===== src/rtl/concat_counter.sv =====
// Wide free-running counter read out one OUT_WIDTH slice at a time.
// A slice-0 read captures the whole count into a snapshot, so the
// upper slices read afterwards belong to the same count value even
// while the live counter keeps advancing.
module concat_counter #(
  parameter int          WIDTH     = 64,
  parameter int          OUT_WIDTH = 32,
  parameter int unsigned STEP      = 1,
  localparam int         NSLICE    = WIDTH / OUT_WIDTH,
  localparam int         SEL_W     = (NSLICE > 2) ? $clog2(NSLICE) : 1
) (
  input  logic                 clk,
  input  logic                 rst,
  input  logic                 en,
  input  logic                 load,
  input  logic [WIDTH-1:0]     load_val,
  input  logic                 rd_req,
  input  logic [SEL_W-1:0]     rd_sel,
  output logic [OUT_WIDTH-1:0] out,
  output logic                 out_valid,
  output logic                 rd_err,
  output logic                 wrap
);

  localparam logic [WIDTH:0]   STEP_EXT   = (WIDTH+1)'(STEP);
  localparam logic [SEL_W:0]   NSLICE_EXT = (SEL_W+1)'(NSLICE);

  logic [WIDTH-1:0]     cnt;
  logic [WIDTH-1:0]     snap;
  logic [WIDTH:0]       sum;
  logic [OUT_WIDTH-1:0] slice_data;
  logic                 sel_oob;

  // One extra bit on the sum catches the carry out of the top of cnt.
  always_comb begin
    sum = {1'b0, cnt} + STEP_EXT;
  end

  // Slice mux over the snapshot; index 0 is served from the live count.
  always_comb begin
    slice_data = '0;
    for (int i = 1; i < NSLICE; i++) begin
      if (rd_sel == SEL_W'(i)) begin
        slice_data = snap[i*OUT_WIDTH +: OUT_WIDTH];
      end
    end
    sel_oob = ({1'b0, rd_sel} >= NSLICE_EXT);
  end

  // Live count and sticky overflow flag: load beats increment.
  always_ff @(posedge clk) begin
    if (rst) begin
      cnt  <= '0;
      wrap <= 1'b0;
    end else if (load) begin
      cnt  <= load_val;
      wrap <= 1'b0;
    end else if (en) begin
      cnt <= sum[WIDTH-1:0];
      if (sum[WIDTH]) begin
        wrap <= 1'b1;
      end
    end
  end

  // Read path: one-cycle latency, uses cnt as it was before this edge.
  always_ff @(posedge clk) begin
    if (rst) begin
      snap      <= '0;
      out       <= '0;
      out_valid <= 1'b0;
      rd_err    <= 1'b0;
    end else begin
      out_valid <= rd_req;
      rd_err    <= 1'b0;
      if (rd_req) begin
        if (sel_oob) begin
          out    <= '0;
          rd_err <= 1'b1;
        end else if (rd_sel == '0) begin
          snap <= cnt;
          out  <= cnt[OUT_WIDTH-1:0];
        end else begin
          out <= slice_data;
        end
      end
    end
  end

endmodule


===== config.mk =====
export PLATFORM = sky130hd
export DESIGN_NAME = concat_counter
export DESIGN_NICKNAME = d
export VERILOG_FILES = /design/src/rtl/concat_counter.sv
export SDC_FILE = /design/constraint.sdc
export NUM_CORES = 1
export LEC_CHECK = 0
export ABC_CLOCK_PERIOD_IN_PS = 3200
export BUFFER_PORTS_ARGS = -buffer_cell sky130_fd_sc_hd__buf_2
export CAP_MARGIN = 40
export CORE_MARGIN = 2
export CORE_UTILIZATION = 32
export CTS_CLUSTER_SIZE = 12
export DETAILED_ROUTE_END_ITERATION = 8
export GPL_ROUTABILITY_DRIVEN = 0
export PLACE_DENSITY = 0.5
export SLEW_MARGIN = 0
export SYNTH_ARGS = -nofsm -noshare
export SYNTH_HDL_FRONTEND = slang
export SYNTH_SLANG_ARGS = --single-unit
export TNS_END_PERCENT = 1

===== constraint.sdc =====
create_clock -name clk -period 3.2 [get_ports clk]
set_clock_uncertainty 0.1 [all_clocks]
set_input_delay 0.32 -clock clk [delete_from_list [all_inputs] [get_ports clk]]
set_output_delay 0.32 -clock clk [all_outputs]
set_load 0.03 [all_outputs]

==> results of run 1 <==
-- cells by family after synthesis --
group / Yosys count / share of synthesized area
compound gates: 160 / 0.180
xor+xnor: 32 / 0.0447
fa+ha+maj: 1 / 0.00200
buf+inv: 73 / 0.0449
flops: 130 / 0.416
mux: 34 / 0.0543
other cells: 1 / 0.000599
simple gates: 330 / 0.258
-- power by group through the flow --
stage          Clock [mW]  Sequential (mW)  Combinational [mW]
2_1_floorplan           0             1.87               0.244
3_3_place_gp            0             1.84               0.436
3_5_place_dp            0             1.85               0.436
4_1_cts              2.16             1.81               0.438
5_1_grt              2.24             1.82               0.479
6_report             2.13             1.81               0.432
-- metrics by stage --
step	area, um^2	hold WS, ns	total power [mW]	util
3_5_place_dp	7130	0.349	2.28	0.369
5_1_grt	7770	0.0463	4.54	0.402
4_1_cts	7770	0.0286	4.41	0.402
6_report	7770	0.0372	4.37	0.402
3_3_place_gp	7130	0.343	2.28	0.369
2_1_floorplan	6260	0.336	2.11	-
-- layout make-up --
type | instances | area share
multi-input combinational | 558 | 0.435
sequential | 130 | 0.335
timing repair buffer | 130 | 0.0959
clock buffer | 20 | 0.0600
tap | 265 | 0.0427
clock inverter | 12 | 0.0232
inverter | 17 | 0.00821
-- routing by layer --
metal	wire length (um)	track usage	vias to the layer above
li1	-	-	2973
met1	10100	0.284	2779
met2	8720	0.290	137
met3	758	0.0330	18
met4	222	0.0557	0
met5	0	0	-
-- placed cells by master, fill, tap and decap left out, types with 3 or more instances in the layout --
| cell type | netlist | routed |
|---|---|---|
| nand3_1 | 23 | 23 |
| or4_1 | 16 | 16 |
| clkinvlp_4 | 0 | 5 |
| or3_1 | 12 | 12 |
| nor2_1 | 103 | 103 |
| dfxtp_1 | 130 | 130 |
| nor4_2 | 3 | 3 |
| xor2_1 | 17 | 17 |
| o31ai_1 | 9 | 9 |
| nor4_1 | 7 | 7 |
| buf_2 | 3 | 102 |
| bufinv_16 | 0 | 4 |
| a311oi_1 | 23 | 23 |
| nor2b_1 | 4 | 3 |
| nand4_1 | 27 | 27 |
| nand2_1 | 93 | 93 |
| and4_1 | 5 | 5 |
| a21oi_1 | 40 | 40 |
| o21a_1 | 3 | 3 |
| clkbuf_8 | 0 | 3 |
| inv_1 | 16 | 16 |
| mux2i_1 | 34 | 34 |
| xnor2_1 | 15 | 15 |
| nor4b_1 | 5 | 5 |
| nor3_1 | 10 | 10 |
| and3_1 | 10 | 10 |
| a2111oi_0 | 7 | 7 |
| a211oi_1 | 59 | 59 |
| buf_4 | 1 | 26 |
| clkbuf_16 | 0 | 17 |
| o21ai_0 | 11 | 11 |
-- sequential cells by signal, summed over array words and instances, names as in the netlist --
name       flops
wrap           1
out_valid      1
cnt           64
out           32
snap          32
-- worst min-delay path, stage by stage --
cell and delay [ns]:
buf_2 0.08, a21oi_1 0.05, nor2_1 0.07
-- final timing paths --
kind / start / end / slack, ns / cells past startpoint
min reg2reg: snap[48] / snap[48] / 0.35 / 2
max: cnt[0] / cnt[54] / 0.40 / 6
min: load_val[3] / cnt[3] / 0.04 / 3
max reg2reg: cnt[0] / cnt[54] / 0.40 / 6
==> flow_summary.yaml, run 1 <==
worst_setup_path:
  cp-end-kind: "flop"
  cp-start-kind: "flop"
  worstSetupPathType: "reg2reg"
  crit_slowest_cell: "nor3_1"
  crit_chain: "ha_1 -> nand4_1 -> nor3_1 -> nand3_1 -> or4_1 -> a311oi_1"
  cp_num_buf_inv: 0
  cp_top_family: "simple AND/OR/NAND/NOR gates"
  worst_ep_arrival_time_ns: 3.03
  worst_path_largest_cell_delay_ns: 0.61
  path_max_fanout: 6
  required_ns: 3.43
synthesis:
  synth_common_cells: "130 x dfxtp_1, 103 x nor2_1, 93 x nand2_1"
  syn_avg_cell_area_um2: 8.23
  synth_nets: 832
  synth_cells: 761
  netlist_area_um2: 6260
  synth_area_leaders: "dfxtp_1 42%, a211oi_1 7.1%, nor2_1 6.2%"
  synth_edf_count: 0
  synth_most_common_cell: "dfxtp_1"
  ys_async_sr_fraction: 0
  synth.distinct_cells: 48
  synthFlopType: "dfxtp_1"
  ys_seq_area_frac: 0.416
  ys_ff_latch: 130
  ys_warn_count: 0
  yosysTopAreaCell: "dfxtp_1"
  synth.top_cell.area_share: 0.416
die:
  rows: 51
  start_util: 0.324
  fp.dieW_um: 144
  die_area_um2: 20700
  io_pins: 105
  chipHeight_um: 144
  fp.coreArea_um2: 19300
global_routing:
  grt_pass1_vias: 5399
  grt_pass1_wl_mm: 30.6
  antenna_found_initial: 0
  overflow: 0
  grt_max_degree: 98
  grt_usage: 0.194
route:
  wl_mm: 19.8
  via_per_inst: 5.22
  drt_iter0_drc: 366
  drc: 0
  drtPass1Iterations: 5
  wl_per_cell_um: 17.5
  vias: 5907
  ant_nets: 0
layout:
  drive_gt1_frac: 0.198
  seqCellArea_um2: 2600
  diodes: 0
  area_growth_pct: 24.1
  multi_input_area_um2: 3380
  fillers: 2066
  stdcell_count: 1132
  num-nets-final: 925
pwr:
  p_sw_frac: 0.257
  intPower_mw: 3.25
  p_switching_mw: 1.13
  leakagePower_nw: 2.85
  ir_drop_mv: 0.361
  clock_power_share: 0.487
  share_seq_of_total_power: 0.414
  p_comb_frac: 0.099
  power_density_nw_per_um2: 563
flow_run:
  maxCapViolCount: 0
timing:
  fmax_mhz: 358
  worst_slew_pin_slew_ns: 0.651
  finalMaxSlewViolations: 0
  hold_viol: 0
  fin_crit_ns: 2.80
  rsz0062_at_grt: "false"
  setup_violations: 0
  worst_slack_ns: 0.404
  fin_crit_sh: 0.874
  slew_headroom: 0.562
  fin_setup_tns_ns: 0
clock_tree:
  clk_latency_ns: 0.43
  cts_tree: "done"
  cts_made_buffers: 17
  root_buffer: "clkbuf_16"
  hold_buffers: 0
  max-clock-path-buffers: 2
  cts_resized: 0
  cts_setup_buffers: 0
  cts_sinks: 130
  clk_pin_slew_ns: 0.06
  htreeDepth: 4
placement:
  place_ws_ns: 0.431
  hpwlAfterDp_mm: 14.2
  port_buffers: 103
  dp.cells: 1100
min_path:
  hold_class: "in2reg"
outcome:
  status: "finished, final reports clean"
No activity file was read; power rests on OpenSTA's default activity.
==> run 2: changes to the inputs <==
==> constraint.sdc (replaced) <==
create_clock -name clk -period 3.2 [get_ports clk]
set_clock_uncertainty 0.1 [all_clocks]
set_input_delay 0.48 -clock clk [delete_from_list [all_inputs] [get_ports clk]]
set_output_delay 0.48 -clock clk [all_outputs]
set_load 0.03 [all_outputs]
==> flow_summary.yaml, run 2 (synthesis results as in run 1) <==
layout:
  area_growth_pct: 23.3
  num-nets-final: 924
  final_area_um2: 7720
  stdcell_count: 1131
  final_cell_mix: "130 x dfxtp_1, 103 x nor2_1, 102 x buf_2"
  drive_gt1_frac: 0.196
  regMostFlops: "cnt"
  largest_reg_flops: 64
  mostFrequentLayoutCell: "dfxtp_1"
  largestRegisters: "cnt (64), out (32), snap (32)"
  diodes: 0
clock_tree:
  max-clock-path-buffers: 2
  clk_latency_ns: 0.43
  hold_buffers: 0
  cts_sinks: 130
  clk_pin_slew_ns: 0.06
  cts_made_buffers: 17
  root_buffer: "clkbuf_16"
  cts_setup_buffers: 0
  cts_resized: 0
  cts_tree: "done"
  htreeDepth: 4
route:
  wl_mm: 19.7
  vias: 5864
  drtPass1Iterations: 5
  via_per_inst: 5.18
  drc: 0
  drt_iter0_drc: 317
  ant_nets: 0
  wl_per_cell_um: 17.4
timing:
  fin_crit_ns: 2.86
  setup_violations: 0
  fmax_mhz: 349
  slew_headroom: 0.610
  finalMaxSlewViolations: 0
  hold_viol: 0
  hold_slack_ns: 0.192
  worst_slack_ns: 0.337
  worst_slew_pin_slew_ns: 0.580
  fin_crit_sh: 0.895
  fin_setup_tns_ns: 0
  rsz0062_at_grt: "false"
placement:
  dp.cells: 1099
  hpwlAfterDp_mm: 14.2
  dpl_cell_area_um2: 7120
  port_buffers: 103
  place_ws_ns: 0.359
worst_setup_path:
  crit_slowest_cell: "or4_1"
  cp-start-kind: "flop"
  r2r-end: "cnt[48]"
  rr_worst_depth: 6
  worstSetupPathType: "reg2reg"
  cp-end-kind: "flop"
  r2r_setup_slack_ns: 0.34
  crit_chain: "ha_1 -> nand4_1 -> or4_1 -> nor4_2 -> a211oi_1 -> a2111oi_0"
  required_ns: 3.39
  path_max_fanout: 5
  worst_r2r_startpoint: "cnt[0]"
  worst_path_largest_cell_delay_ns: 0.68
  worst_ep_arrival_time_ns: 3.05
global_routing:
  grt_usage: 0.197
  overflow: 0
  grt_max_degree: 98
  grt_pass1_wl_mm: 31.2
  grt_pass1_vias: 5616
  antenna_found_initial: 0
pwr:
  p_comb_frac: 0.101
  intPower_mw: 3.12
  ir_drop_mv: 0.361
  clock_power_share: 0.472
  power_density_nw_per_um2: 550
  leakagePower_nw: 2.83
  share_seq_of_total_power: 0.427
  p_switching_mw: 1.12
  p_sw_frac: 0.264
min_path:
  hold_depth: 3
  hold_class: "in2reg"
  whs_endpoint: "cnt[3]"
  holdCritStartpoint: "load_val[3]"
die:
  die_area_um2: 20700
  fp.dieW_um: 144
  chipHeight_um: 144
  io_pins: 105
  rows: 51
  start_util: 0.324
  fp.coreArea_um2: 19300
flow_run:
  maxCapViolCount: 0
outcome:
  status: "finished, final reports clean"
[run 2: power groups by stage]
| stage | clock (mW) | combinational [mW] | sequential [mW] |
|---|---|---|---|
| after floorplan | 0 | 0.244 | 1.87 |
| after global placement | 0 | 0.433 | 1.84 |
| after detailed placement | 0 | 0.435 | 1.85 |
| after CTS | 2.04 | 0.436 | 1.81 |
| after global routing | 2.12 | 0.478 | 1.83 |
| final | 2.00 | 0.430 | 1.81 |
[run 2: worst max path at each step]
stage / from / end / slack [ns] / cells after the start
after global placement: en / cnt[59] / 0.42 / 6
after global routing: cnt[0] / cnt[48] / 0.1 / 6
after floorplan: en / cnt[59] / 0.65 / 7
after detailed placement: en / cnt[59] / 0.36 / 6
after CTS: cnt[0] / cnt[48] / 0.38 / 6
final: cnt[0] / cnt[48] / 0.34 / 6
[run 2: layer usage]
metal / up-vias / track usage / part of all wire
met1: 2733 / 0.285 / 0.50
met2: 141 / 0.295 / 0.44
li1: 2975 / - / -
met5: - / 0 / 0
met4: 0 / 0.0691 / 0.018
met3: 15 / 0.0347 / 0.043
[run 2: cell type report]
type / count / area, um^2
Inverter: 17 / 63.8
Clock buffer: 19 / 443
Multi-Input combinational cell: 558 / 3380
Sequential cell: 130 / 2600
Tap cell: 265 / 332
Clock inverter: 13 / 160
Fill cell: 2062 / 11600
Timing Repair Buffer: 129 / 738
[run 2: stage by stage]
stage	power (mW)	util
final	4.24	0.399
after global routing	4.42	0.399
after CTS	4.29	0.399
after detailed placement	2.28	0.368
after global placement	2.28	0.368
after floorplan	2.11	-
[run 2: worst max-delay path, delay by kind of cell, from the launching register on]
kind                     cells  cell delay, ns
AND/OR/NAND/NOR              3            1.42
AO/OA/AOI/OAI                2            0.55
flip-flops                   1            0.43
adder cells (fa/ha/maj)      1            0.24
